<file path="config.mk">
export PLATFORM = sky130hd
export DESIGN_NAME = ahb_bus_arbiter_flat
export DESIGN_NICKNAME = d
export VERILOG_FILES = /design/src/rtl/ahb_bus_arbiter_if.sv /design/src/rtl/ahb_bus_arbiter.sv /design/src/flat_wrapper.sv
export SDC_FILE = /design/constraint.sdc
export NUM_CORES = 1
export LEC_CHECK = 0
export CAP_MARGIN = 30
export CORE_MARGIN = 2
export CORE_UTILIZATION = 28
export CTS_CLUSTER_SIZE = 40
export DETAILED_ROUTE_END_ITERATION = 8
export GPL_ROUTABILITY_DRIVEN = 1
export PLACE_DENSITY_LB_ADDON = 0.05
export SLEW_MARGIN = 20
export SYNTH_ARGS = -nofsm -noshare
export SYNTH_HDL_FRONTEND = slang
export SYNTH_SLANG_ARGS = --single-unit
export TNS_END_PERCENT = 50
</file>
<file path="constraint.sdc">
create_clock -name hclk -period 3.7 [get_ports hclk]
set_input_delay 0.37 -clock hclk [delete_from_list [all_inputs] [get_ports hclk]]
set_output_delay 0.37 -clock hclk [all_outputs]
set_load 0.03 [all_outputs]
</file>
<file path="src/rtl/ahb_bus_arbiter_if.sv">
// Shared AHB arbitration signals: per-master requests/locks, the shared transfer
// controls, and the grant/ownership outputs seen by masters and slaves.
interface ahb_bus_arbiter_if #(
  parameter int NUM_MASTERS   = 4,
  parameter int HMASTER_WIDTH = 4
);
  logic [NUM_MASTERS-1:0]   HBUSREQ;
  logic [NUM_MASTERS-1:0]   HLOCK;
  logic [1:0]               HTRANS;
  logic [2:0]               HBURST;
  logic                     HREADY;
  logic [NUM_MASTERS-1:0]   HGRANT;
  logic [HMASTER_WIDTH-1:0] HMASTER;
  logic                     HMASTLOCK;

  modport master (
    output HBUSREQ, HLOCK, HTRANS, HBURST, HREADY,
    input  HGRANT, HMASTER, HMASTLOCK
  );

  modport slave (
    input  HBUSREQ, HLOCK, HTRANS, HBURST, HREADY,
    output HGRANT, HMASTER, HMASTLOCK
  );
endinterface

</file>
<file path="src/rtl/ahb_bus_arbiter.sv">
// Round-robin AHB bus arbiter: hands the bus over only at burst boundaries,
// never inside a locked sequence, and parks on DEFAULT_MASTER when idle.
module ahb_bus_arbiter #(
  parameter int NUM_MASTERS    = 4,
  parameter int HMASTER_WIDTH  = 4,
  parameter int DEFAULT_MASTER = 0
) (
  input logic              hclk,
  input logic              hreset,
  ahb_bus_arbiter_if.slave bus
);
  localparam logic [1:0] TRANS_IDLE   = 2'd0;
  localparam logic [1:0] TRANS_NONSEQ = 2'd2;
  localparam logic [1:0] TRANS_SEQ    = 2'd3;
  localparam logic [HMASTER_WIDTH-1:0] DEFAULT_IDX = HMASTER_WIDTH'(DEFAULT_MASTER);
  localparam logic [NUM_MASTERS-1:0]   DEFAULT_GRANT = NUM_MASTERS'(1) << DEFAULT_MASTER;
  localparam logic [HMASTER_WIDTH:0]   NUM_WIDE = (HMASTER_WIDTH + 1)'(NUM_MASTERS);
  localparam logic [HMASTER_WIDTH:0]   ONE_WIDE = (HMASTER_WIDTH + 1)'(1);

  logic [NUM_MASTERS-1:0]   grant_reg, grant_next;
  logic [HMASTER_WIDTH-1:0] rr_reg, rr_next;
  logic [HMASTER_WIDTH-1:0] hmaster_reg;
  logic                     lock_reg;
  logic [4:0]               count_reg, count_next;

  logic [HMASTER_WIDTH-1:0] owner_term [NUM_MASTERS];
  logic [HMASTER_WIDTH-1:0] owner_idx;
  logic                     owner_lock, mastlock, lock_hold;
  logic                     burst_start, arb_ok, any_req;
  logic [2*NUM_MASTERS-1:0] req_dbl;
  logic [NUM_MASTERS-1:0]   req_rot;
  logic [HMASTER_WIDTH-1:0] rot_off, winner_idx;
  logic [HMASTER_WIDTH:0]   win_sum;

  genvar gi;
  for (gi = 0; gi < NUM_MASTERS; gi++) begin : g_owner
    assign owner_term[gi] = grant_reg[gi] ? HMASTER_WIDTH'(gi) : '0;
  end

  always_comb begin
    owner_idx = '0;
    for (int i = 0; i < NUM_MASTERS; i++) owner_idx = owner_idx | owner_term[i];
  end

  assign owner_lock = |(bus.HLOCK & grant_reg);
  assign mastlock   = lock_reg & (bus.HTRANS != TRANS_IDLE);
  assign lock_hold  = owner_lock | mastlock;

  // The NONSEQ that opens a fixed-length burst is not a handover point even
  // though the counter still reads zero; the load takes effect on this edge.
  assign burst_start = (bus.HTRANS == TRANS_NONSEQ) && (bus.HBURST[2:1] != 2'b00);
  assign arb_ok = bus.HREADY & ~lock_hold &
                  (((count_reg == 5'd0) & ~burst_start) |
                   ((count_reg == 5'd1) & (bus.HTRANS == TRANS_SEQ)));

  // Rotate requests so bit 0 is the master just after the rr pointer.
  assign any_req = |bus.HBUSREQ;
  assign req_dbl = {bus.HBUSREQ, bus.HBUSREQ} >> ({1'b0, rr_reg} + ONE_WIDE);
  assign req_rot = req_dbl[NUM_MASTERS-1:0];

  always_comb begin
    rot_off = '0;
    for (int j = NUM_MASTERS - 1; j >= 0; j--) begin
      if (req_rot[j]) rot_off = HMASTER_WIDTH'(j);
    end
  end

  assign win_sum    = {1'b0, rr_reg} + {1'b0, rot_off} + ONE_WIDE;
  assign winner_idx = (win_sum >= NUM_WIDE) ? HMASTER_WIDTH'(win_sum - NUM_WIDE)
                                            : HMASTER_WIDTH'(win_sum);

  always_comb begin
    grant_next = grant_reg;
    rr_next    = rr_reg;
    if (arb_ok) begin
      if (any_req) begin
        grant_next = NUM_MASTERS'(1) << winner_idx;
        rr_next    = winner_idx;
      end else begin
        grant_next = DEFAULT_GRANT;
      end
    end
  end

  always_comb begin
    count_next = count_reg;
    if (bus.HREADY) begin
      case (bus.HTRANS)
        TRANS_NONSEQ: begin
          case (bus.HBURST)
            3'd2, 3'd3: count_next = 5'd3;
            3'd4, 3'd5: count_next = 5'd7;
            3'd6, 3'd7: count_next = 5'd15;
            default:    count_next = 5'd0;
          endcase
        end
        TRANS_SEQ:  if (count_reg != 5'd0) count_next = count_reg - 5'd1;
        TRANS_IDLE: count_next = 5'd0;
        default:    count_next = count_reg;
      endcase
    end
  end

  always_ff @(posedge hclk or posedge hreset) begin
    if (hreset) begin
      grant_reg   <= DEFAULT_GRANT;
      rr_reg      <= DEFAULT_IDX;
      hmaster_reg <= DEFAULT_IDX;
      lock_reg    <= 1'b0;
      count_reg   <= 5'd0;
    end else begin
      grant_reg <= grant_next;
      rr_reg    <= rr_next;
      count_reg <= count_next;
      // Wait states stretch the address phase, so ownership only advances on HREADY.
      if (bus.HREADY) begin
        hmaster_reg <= owner_idx;
        lock_reg    <= owner_lock;
      end
    end
  end

  assign bus.HGRANT    = grant_reg;
  assign bus.HMASTER   = hmaster_reg;
  assign bus.HMASTLOCK = mastlock;

  grant_onehot_a: assert property (@(posedge hclk) disable iff (hreset) $onehot(grant_reg));
endmodule

</file>
<file path="src/flat_wrapper.sv">
// flat-port wrapper written by rule: the top's interface ports become plain ports
module ahb_bus_arbiter_flat 
#(
  parameter int NUM_MASTERS    = 4,
  parameter int HMASTER_WIDTH  = 4,
  parameter int DEFAULT_MASTER = 0
)
  (hclk, hreset, bus_HBUSREQ, bus_HLOCK, bus_HTRANS, bus_HBURST, bus_HREADY, bus_HGRANT, bus_HMASTER, bus_HMASTLOCK);
  ahb_bus_arbiter_if #(.NUM_MASTERS(NUM_MASTERS), .HMASTER_WIDTH(HMASTER_WIDTH)) bus_i ();
  input logic hclk;
  input logic hreset;
  input wire logic [$bits(bus_i.HBUSREQ)-1:0] bus_HBUSREQ;
  input wire logic [$bits(bus_i.HLOCK)-1:0] bus_HLOCK;
  input wire logic [$bits(bus_i.HTRANS)-1:0] bus_HTRANS;
  input wire logic [$bits(bus_i.HBURST)-1:0] bus_HBURST;
  input wire logic [$bits(bus_i.HREADY)-1:0] bus_HREADY;
  output wire logic [$bits(bus_i.HGRANT)-1:0] bus_HGRANT;
  output wire logic [$bits(bus_i.HMASTER)-1:0] bus_HMASTER;
  output wire logic [$bits(bus_i.HMASTLOCK)-1:0] bus_HMASTLOCK;
  assign bus_i.HBUSREQ = bus_HBUSREQ;
  assign bus_i.HLOCK = bus_HLOCK;
  assign bus_i.HTRANS = bus_HTRANS;
  assign bus_i.HBURST = bus_HBURST;
  assign bus_i.HREADY = bus_HREADY;
  assign bus_HGRANT = bus_i.HGRANT;
  assign bus_HMASTER = bus_i.HMASTER;
  assign bus_HMASTLOCK = bus_i.HMASTLOCK;
  ahb_bus_arbiter #(.NUM_MASTERS(NUM_MASTERS), .HMASTER_WIDTH(HMASTER_WIDTH), .DEFAULT_MASTER(DEFAULT_MASTER)) u_core (.hclk(hclk), .hreset(hreset), .bus(bus_i));
endmodule
</file>
; ---- After elaboration in Yosys (flattened, before gate mapping)
; Cells that the tools add are included.
; W data, S select, Z words.
[totals]
regBits = 18
latch_bits = 0
ramBits = 0
mem_bits_ro = 0
out_inout_bits = 9
elab_cells = 61
n_memories = 0
[classes]
add_sub_neg = 5
mul = 0
div_mod_pow = 0
magnitude_cmp = 1
n_eq_ne = 10
n_shift = 2
muxes = 12
bitwise = 12
reduce_logical = 14
[ops]
columns = cell, count
row1 = $mux W4, 5
row2 = $pmux W5 S3, 1
row3 = $eq A3 B3 Y1 const B, 4
row4 = $pmux W4 S3, 1
row5 = $or A4 B4 Y4, 2
row6 = $reduce_or A4 Y1, 2
row7 = $shr A8 B5 Y4, 1
row8 = $eq A3 B2 Y1 const B, 2
row9 = $mux W2, 3
row10 = $reduce_or A2 Y1, 3
row11 = $add A4 B1 Y5 const B, 1
row12 = $add A4 B4 Y5, 1
row13 = $add A5 B1 Y5 const B, 1
row14 = $and A1 B1 Y1, 5
row15 = $eq A5 B1 Y1 const B, 1
row16 = $ge A5 B3 Y1 const B, 1
row17 = $logic_not A5 Y1, 1
row18 = $mux W5, 1
row19 = $reduce_bool A5 Y1, 1
row20 = $sub A5 B1 Y5 const B, 1
row21 = $and A4 B4 Y4, 1
row22 = $eq A2 B2 Y1 const B, 2
row23 = $reduce_bool A2 Y1, 2
row24 = $shl A1 B4 Y4 const A, 1
row25 = 10 further kinds, 12

; ---- Longest topological paths before layout
; Gate-level depths: netlist of run 1.
[logic_depth]
ltp_word = 12
mapped_depth = 16

; ---- Worst setup path before layout of run 1
; No wires, ideal clock.
[synth_timing]
path_kind = reg2reg
start = register u_core.rr_reg[2]
end = register u_core.grant_reg[1] (netlist: u_core.bus.HGRANT[1])
setup_time_ns = 0.095
arrival_ns = 3.322
t_required_ns = 3.605
setup_slack_ns = 0.282
path_stages_with_launch = 16
n_path_buf = 2
period_less_slack_ns = 3.418
path_cell_list = dfrtp_1 clkbuf_1 and3b_1 a21oi_1 a211o_1 nand2_1 ha_1 inv_1 fa_1 clkbuf_1 xor2_1 ha_1 a31oi_1 a31oi_1 or4_1 o31ai_1
[synth_via]
elab_chain_cells = 12
word_cells_on_any_way = 13
classes_between = 4 x add/sub / 1 x order compare / 2 x shift / 6 x mux
[synth_rtl]
columns = item, line
row1 = "start, declared", ahb_bus_arbiter.sv:21  ; logic [HMASTER_WIDTH-1:0] rr_reg, rr_next;
row2 = "start signal, assigned", ahb_bus_arbiter.sv:113  ; rr_reg <= rr_next;
row3 = $add A4 B1 Y5, ahb_bus_arbiter.sv:58  ; assign req_dbl = {bus.HBUSREQ, bus.HBUSREQ} >> ({1'b0, rr_reg} + ONE_WIDE);
row4 = $shr A8 B5 Y4, ahb_bus_arbiter.sv:58
row5 = $mux W2, ahb_bus_arbiter.sv:64  ; if (req_rot[j]) rot_off = HMASTER_WIDTH'(j);
row6 = $mux W4 (3 in series), ahb_bus_arbiter.sv:64
row7 = $add A4 B4 Y5 *, ahb_bus_arbiter.sv:68  ; assign win_sum = {1'b0, rr_reg} + {1'b0, rot_off} + ONE_WIDE;
row8 = $add A5 B1 Y5 *, ahb_bus_arbiter.sv:68
row9 = $sub A4 B3 Y4 or $ge A5 B3 Y1 (tied branches), ahb_bus_arbiter.sv:69  ; assign winner_idx = (win_sum >= NUM_WIDE) ? HMASTER_WIDTH'(win_sum - NUM_WIDE)
row10 = $mux W4 *, ahb_bus_arbiter.sv:69
row11 = $shl A1 B4 Y4 *, ahb_bus_arbiter.sv:77  ; grant_next = NUM_MASTERS'(1) << winner_idx;
row12 = $mux W4 *, ahb_bus_arbiter.sv:76  ; if (any_req) begin
row13 = "end signal, assigned", ahb_bus_arbiter.sv:112  ; grant_reg <= grant_next;
row14 = "end, declared", ahb_bus_arbiter.sv:20  ; logic [NUM_MASTERS-1:0] grant_reg, grant_next;
; Mark *: on every way between the ends. The rest lies on a longest branch, timed or not.
; A chain may end at the register's enable or synchronous reset.

; ---- Final worst setup path of run 1
[layout_timing]
start = input bus_HBUSREQ[2]
end = register u_core.grant_reg[1] (netlist: u_core.bus.HGRANT[1])
[layout_via]
elab_chain_cells = 11
word_cells_on_any_way = 13
classes_between = 3 x add/sub / 1 x order compare / 2 x shift / 6 x mux / 1 x reduce/logical
[layout_rtl]
columns = item, line
row1 = "start, declared", flat_wrapper.sv:12  ; input wire logic [$bits(bus_i.HBUSREQ)-1:0] bus_HBUSREQ;
row2 = $shr A8 B5 Y4, ahb_bus_arbiter.sv:58
row3 = $mux W2, ahb_bus_arbiter.sv:64
row4 = $mux W4 (3 in series), ahb_bus_arbiter.sv:64
row5 = $add A4 B4 Y5, ahb_bus_arbiter.sv:68
row6 = $add A5 B1 Y5, ahb_bus_arbiter.sv:68
row7 = $sub A4 B3 Y4 or $ge A5 B3 Y1 (tied branches), ahb_bus_arbiter.sv:69
row8 = $mux W4, ahb_bus_arbiter.sv:69
row9 = $shl A1 B4 Y4, ahb_bus_arbiter.sv:77
row10 = $mux W4 *, ahb_bus_arbiter.sv:76
; Marked as above.

==> results of run 1 <==
-- per-layer routing --
metal,GRT usage [%],up-vias,part of all wire [%]
met2,21.26,15,50
li1,-,549,-
met3,2.180,2,2.8
met5,0,-,0
met4,4.575,0,0.98
met1,14.26,503,46
-- area by class of cell --
cell class,instances,area share (%)
flip-flops and latches,16,26.10
repair buffers,27,16.59
multi-input cells,108,46.75
clock buffers,4,3.577
well taps,50,4.065
inverters,12,2.927
-- layout by cell type (no fill, tap or decap), types with 2 or more instances in the layout --
cell	count
nor2_1	11
clkdlybuf4s50_1	21
conb_1	2
clkbuf_8	4
nor2b_1	3
a22oi_1	2
mux2i_1	3
dfrtp_1	15
nor4_1	2
buf_4	6
ha_1	9
nand2_1	15
o21ai_0	16
nand2b_1	5
or4_1	2
a21oi_1	6
inv_1	12
a211oi_1	2
xnor2_1	2
nor3_1	4
o22ai_1	2
mux2_1	2
a31oi_1	3
nor4b_1	2
-- power by group --
group / total, uW / leakage, uW / switching, uW / internal, uW
Clock: 156 / 0.0000288 / 61.2 / 94.3
Combinational: 840 / 0.000448 / 453 / 387
Sequential: 303 / 0.000202 / 69.3 / 234
-- logic make-up after synthesis --
group           count (synthesis)  synth area share [%]
simple gates                   48                 21.01
flops                          16                 33.72
fa+ha+maj                      10                 11.13
mux                             5                 4.412
xor+xnor                        3                 2.206
buf+inv                        19                 6.721
compound gates                 40                 20.48
other cells                     1                0.3148
-- synth_stat cells --
library cell  instances  area share, %
o21ai_0              16            6.7
dfrtp_1              15             32
nand2_1              15            4.7
inv_1                12            3.8
nor2_1               11            3.5
ha_1                  9            9.5
a21oi_1               6            2.5
nand2b_1              5            2.6
a31oi_1               4            2.1
clkbuf_1              4            1.3
nor3_1                4            1.7
mux2i_1               3            2.5
nor2b_1               3            1.6
a211oi_1              2            1.3
a22oi_1               2            1.3
buf_4                 2            1.3
mux2_1                2            1.9
nor4_1                2            1.1
nor4b_1               2            1.5
o22ai_1               2            1.1
or4_1                 2            1.3
xnor2_1               2            1.5
a211o_1               1           0.74
a21boi_0              1           0.63
a22o_1                1           0.74
a2bb2oi_1             1           0.74
a32oi_1               1           0.74
and3b_1               1           0.74
buf_2                 1           0.42
conb_1                1           0.31
dfstp_2               1            2.2
fa_1                  1            1.7
nand3_1               1           0.42
nor4b_2               1            1.3
o21bai_1              1           0.63
o31ai_1               1           0.63
o41ai_1               1           0.74
or3b_1                1           0.74
xor2_1                1           0.74
-- through the flow --
step / hold WS, ps / utilization, %
finish: 483.2 / 37.93
global route: 499.3 / 37.93
CTS: 490.8 / 37.77
detailed placement: 480.0 / 36.42
global placement: 474.2 / 36.42
floorplan: 283.0 / -
-- worst max-delay path, stage by stage --
cell             delay [ps]
clkdlybuf4s50_1         510
mux2i_1                 100
nor2b_1                 140
a211o_1                 290
nand2_1                  60
a21oi_1                  60
ha_1                    280
nor2b_1                 200
o21ai_0                 120
xnor2_1                 140
ha_1                    190
a31oi_2                 230
a31oi_1                 160
or4_1                   480
o31ai_1                 190
-- worst min-delay path by stage --
stage / startpoint / to / slack (ps) / cells after the start
4_1_cts: u_core.bus.HGRANT[0]$_DFFE_PP1P_ / u_core.bus.HGRANT[0]$_DFFE_PP1P_ / 490 / 2
3_3_place_gp: u_core.bus.HGRANT[0]$_DFFE_PP1P_ / u_core.bus.HGRANT[0]$_DFFE_PP1P_ / 470 / 2
6_report: u_core.bus.HGRANT[0]$_DFFE_PP1P_ / u_core.bus.HGRANT[0]$_DFFE_PP1P_ / 480 / 2
5_1_grt: u_core.bus.HGRANT[0]$_DFFE_PP1P_ / u_core.bus.HGRANT[0]$_DFFE_PP1P_ / 500 / 2
2_1_floorplan: hreset / u_core.bus.HGRANT[1]$_DFFE_PP0P_ / 280 / 1
3_5_place_dp: u_core.bus.HGRANT[0]$_DFFE_PP1P_ / u_core.bus.HGRANT[0]$_DFFE_PP1P_ / 480 / 2
==> results_dict.tcl, run 1 <==
set metrics [dict create \
    start_kind "input port" \
    power.density_nw_per_um2 844.0 \
    leakage_uw 0.0006787 \
    finalWorstSetupSlack_ps 343.2 \
    vias 1069 \
    skew_ps 3.233 \
    hold_path.class "reg -> reg" \
    tightest_slew_ps 658.9 \
    largest_reg_flops 5 \
    seq_area_frac_synth_pct 33.72 \
    grt_max_degree 17 \
    r2r_start "u_core.rr_reg[0]$_DFFE_PP0P_" \
    nets 194 \
    dp_cells 213 \
    clock_latency_ps 250 \
    r2r-end "u_core.bus.HGRANT[1]$_DFFE_PP0P_" \
    netlist_area_sq_um 1191 \
    ys_seq_elements 16 \
    cts_setup_buffers 0 \
    final_cells 217 \
    tns_ps 0 \
    grt_antenna_before_repair 0 \
    place_area_sq_um 1478 \
    min_period_over_period_pct 90.72 \
    crit_path_end "u_core.bus.HGRANT[1]$_DFFE_PP0P_" \
    worstSetupPathType "in -> reg" \
    r2r_cells 14 \
    ys.warnings.count 0 \
    drtIter0Drc 54 \
    peakVddDrop_mv 0.4917 \
    postLayoutCellArea_sq_um 1539 \
    cts-root-buf "clkbuf_8" \
    crit_fanout 3 \
    grt_pass1_vias 1082 \
    arrival_ps 3510 \
    drc 0 \
    cts_tree "yes" \
    via_per_inst 4.926 \
    dr.pass1.iters 4 \
    cts_sinks 16 \
    cp-startpoint "bus_HBUSREQ[2]" \
    cap_violations 0 \
    cp_data_required_time_ps 3860 \
    multiInputGateArea_sq_um 719.4 \
    finalMaxSlewViolations 0 \
    num_rows 23 \
    final-seq-area_sq_um 401.6 \
    setup_viol_count_final 0 \
    wl_um 2747 \
    core_area_sq_um 4058 \
    fillers 418 \
    n_antenna_cell 0 \
    cp-end-kind "register" \
    ios 25 \
    path_clk_slew_ps 60 \
    routedWlPerCell_um 12.66 \
    min_period_ps 3357 \
    max_freq_mhz 297.9 \
    cts_hold_buffers 0 \
    dieArea_sq_um 4792 \
    start_util_pct 29.36 \
    rsz0062_at_grt "no" \
    syn2layout_area_growth_pct 29.20 \
    grt_first_pass_wirelength_um 4781 \
    clk_path_buf_depth 2 \
    cts_made_buffers 3 \
    synthCells 142 \
    relSlewSlack_pct 56.03 \
    status "complete, no violations" \
    die_h_um 69.23 \
    ctsHtreeMaxLevel 1 \
    r2r_slack_ps 400 \
    final-hold-violation-count 0 \
    grt_overflow 0 \
    portBuffers 21 \
    die_w_um 69.23 \
    report.power.total_uw 1299 \
    detail-route-antenna-nets 0 \
    dpl.hpwl_um 2191 \
    dp_slack_ps -7.299 \
    post_synth.cell_area_avg_sq_um 8.388 \
    gp_congestion 0.7561 \
    drive_above_1_share_pct 7.784 \
    ctsResizeCount 0 \
    synthDistinctLibCells 39 \
    grt_usage_pct 11.97 \
]
Power figures use the tool's default switching activity.
==> inputs of run 2 (changes only) <==
CAP_MARGIN = 0   (was 30)
CTS_BUF_LIST = sky130_fd_sc_hd__clkbuf_4 sky130_fd_sc_hd__clkbuf_8 sky130_fd_sc_hd__clkbuf_16   (was default)
==> results of run 2 <==
Same layout as run 1: the final DEF is identical, and so are final timing and power.
==> inputs of run 3 (changes only) <==
clock period = 2.9 ns   (was 3.7 ns; I/O delays follow)
==> run 3 against run 2 <==
  * Largest cell class unchanged
  * The flow now finishes with violations (setup timing)
  * Sequential share of layout area decreased by 2.6 points
  * Register-to-register slack got worse by 690 ps
  * Core utilization increased by 4.3 points
  * Global-route usage increased by 1.5 points
==> results_dict.tcl, run 3 (synthesis gave the netlist of run 1 again) <==
set metrics [dict create \
    grt_pass1_vias 1160 \
    grt_antenna_before_repair 0 \
    cp_data_required_time_ps 3050 \
    final-seq-area_sq_um 402.9 \
    drtIter0Drc 29 \
    start_util_pct 29.36 \
    cp-end-kind "register" \
    detail-route-antenna-nets 0 \
    vias 1146 \
    multiInputGateArea_sq_um 814.5 \
    ctsHtreeMaxLevel 1 \
    ios 25 \
    path_clk_slew_ps 60 \
    min_period_ps 3192 \
    portBuffers 21 \
    wl_um 3057 \
    drc 0 \
    use_met3_pct 1.890 \
    leakage_uw 0.0007490 \
    routedWlPerCell_um 13.41 \
    r2r_cells 14 \
    cp_common_cell "o21ai_2" \
    cap_violations 0 \
    slowest_stage "or4_1" \
    worstSetupPathType "reg -> reg" \
    dp_cells 223 \
    clock_latency_ps 250 \
    rsz0062_at_grt "yes" \
    clk_path_buf_depth 2 \
    final-hold-violation-count 0 \
    cts_sinks 16 \
    via_per_inst 5.026 \
    hold_path.class "in -> async" \
    nets 205 \
    crit_fanout 6 \
    power.density_nw_per_um2 1249 \
    status "finished, violations left" \
    peakVddDrop_mv 0.7496 \
    fillers 400 \
    dpl.hpwl_um 2393 \
    cts_tree "yes" \
    gr-usage-met1_pct 15.28 \
    syn2layout_area_growth_pct 43.80 \
    dieArea_sq_um 4792 \
    drive_above_1_share_pct 22.47 \
    setup_viol_count_final 4 \
    cts_made_buffers 3 \
    relSlewSlack_pct 55.49 \
    grt_max_degree 17 \
    r2r_start "u_core.rr_reg[0]$_DFFE_PP0P_" \
    grt_first_pass_wirelength_um 5223 \
    final_cells 228 \
    crit_chain "mux2i_2, nor2b_2, a211o_1, nand2_1, a21oi_2, ha_1, nor2b_4, o21ai_2, xnor2_1, ha_2, o21ai_2, a31oi_4, or4_1, o31ai_1" \
    finalWorstSetupSlack_ps -291.6 \
    critPathMaxStageDelay_ps 470 \
    largest_reg_flops 5 \
    die_h_um 69.23 \
    dr.pass1.iters 4 \
    cp_num_buf_inv 0 \
    core_area_sq_um 4058 \
    tightest_slew_ps 661.5 \
    min_period_over_period_pct 110.1 \
    cts-root-buf "clkbuf_8" \
    num_rows 23 \
    grt_use_met2_pct 24.89 \
    gp_congestion 0.7955 \
    die_w_um 69.23 \
    start_kind "register" \
    grt_overflow 0 \
    violations "setup timing" \
    max_freq_mhz 313.3 \
    top_usage_layer "met2" \
    n_antenna_cell 0 \
    place_area_sq_um 1598 \
    arrival_ps 3350 \
    grt_usage_pct 13.48 \
    finalMaxSlewViolations 0 \
    r2r_slack_ps -290 \
    critPathTopFamily "simple AND/OR/NAND/NOR gates" \
    r2r-end "u_core.bus.HGRANT[1]$_DFFE_PP0P_" \
    mostFrequentLayoutCells "17 x clkdlybuf4s50_1, 17 x buf_4, 15 x nand2_1" \
    postLayoutCellArea_sq_um 1713 \
    skew_ps 1.647 \
]
## run 3: changes by cell type in the layout (fill, tap and decap cells not counted), moves of 2 or more
cell,change
buf_4,+11
clkdlybuf4s50_1,-4
dlygate4sd2_1,+4
o21ai_0,-3
a21oi_1,-2
a21oi_2,+2
a31oi_4,+2
ha_1,-2
nor2b_1,-2
o21ai_2,+2
## run 3: per-stage QoR
step	utilization (%)	worst slack, ps	hold WS (ps)	total power (uW)	setup TNS, ps
detailed placement	39.38	-669.9	475.9	1797	-2793
global placement	39.38	-593.5	472.1	1770	-2561
finish	42.21	-291.6	419.1	2139	-862.8
floorplan	-	-316.2	203.0	1282	-837.7
CTS	41.72	-239.4	443.9	2109	-618.3
global route	42.21	-451.8	495.8	2323	-1716
## run 3: timing repair
item                       4_1_cts  5_1_grt
setup endpoints to repair        4        6
gates resized for setup         14        4
buffers inserted                 1        0
hold buffers                     0        0
pin swaps                       12        1
## run 3: worst max-delay path by stage
stage                            startpoint                               end  slack, ps  depth (start not counted)
4_1_cts        u_core.rr_reg[0]$_DFFE_PP0P_  u_core.bus.HGRANT[1]$_DFFE_PP0P_       -240                         14
5_1_grt        u_core.rr_reg[0]$_DFFE_PP0P_  u_core.bus.HGRANT[1]$_DFFE_PP0P_       -450                         14
2_1_floorplan  u_core.rr_reg[2]$_DFFE_PP0P_  u_core.bus.HGRANT[1]$_DFFE_PP0P_       -320                         15
6_report       u_core.rr_reg[0]$_DFFE_PP0P_  u_core.bus.HGRANT[1]$_DFFE_PP0P_       -290                         14
3_3_place_gp                 bus_HBUSREQ[2]  u_core.bus.HGRANT[1]$_DFFE_PP0P_       -590                         15
3_5_place_dp                 bus_HBUSREQ[2]  u_core.bus.HGRANT[2]$_DFFE_PP0P_       -670                         15
## run 3: routing by layer
layer	up-vias	wire, um
li1	572	-
met1	558	1336
met2	14	1631
met3	2	55
met4	0	34
met5	-	0
## run 3: layout make-up
cell class / count / area share (%)
multi-input cells: 108 / 47.55
flip-flops and latches: 16 / 23.52
repair buffers: 38 / 19.43
well taps: 50 / 3.652
clock buffers: 4 / 3.214
inverters: 12 / 2.630
## run 3: power by group
group | switching, uW | leakage, uW | internal [uW]
Clock | 75.7 | 0.0000288 | 120
Sequential | 91.4 | 0.000201 | 300
Combinational | 776 | 0.000519 | 776
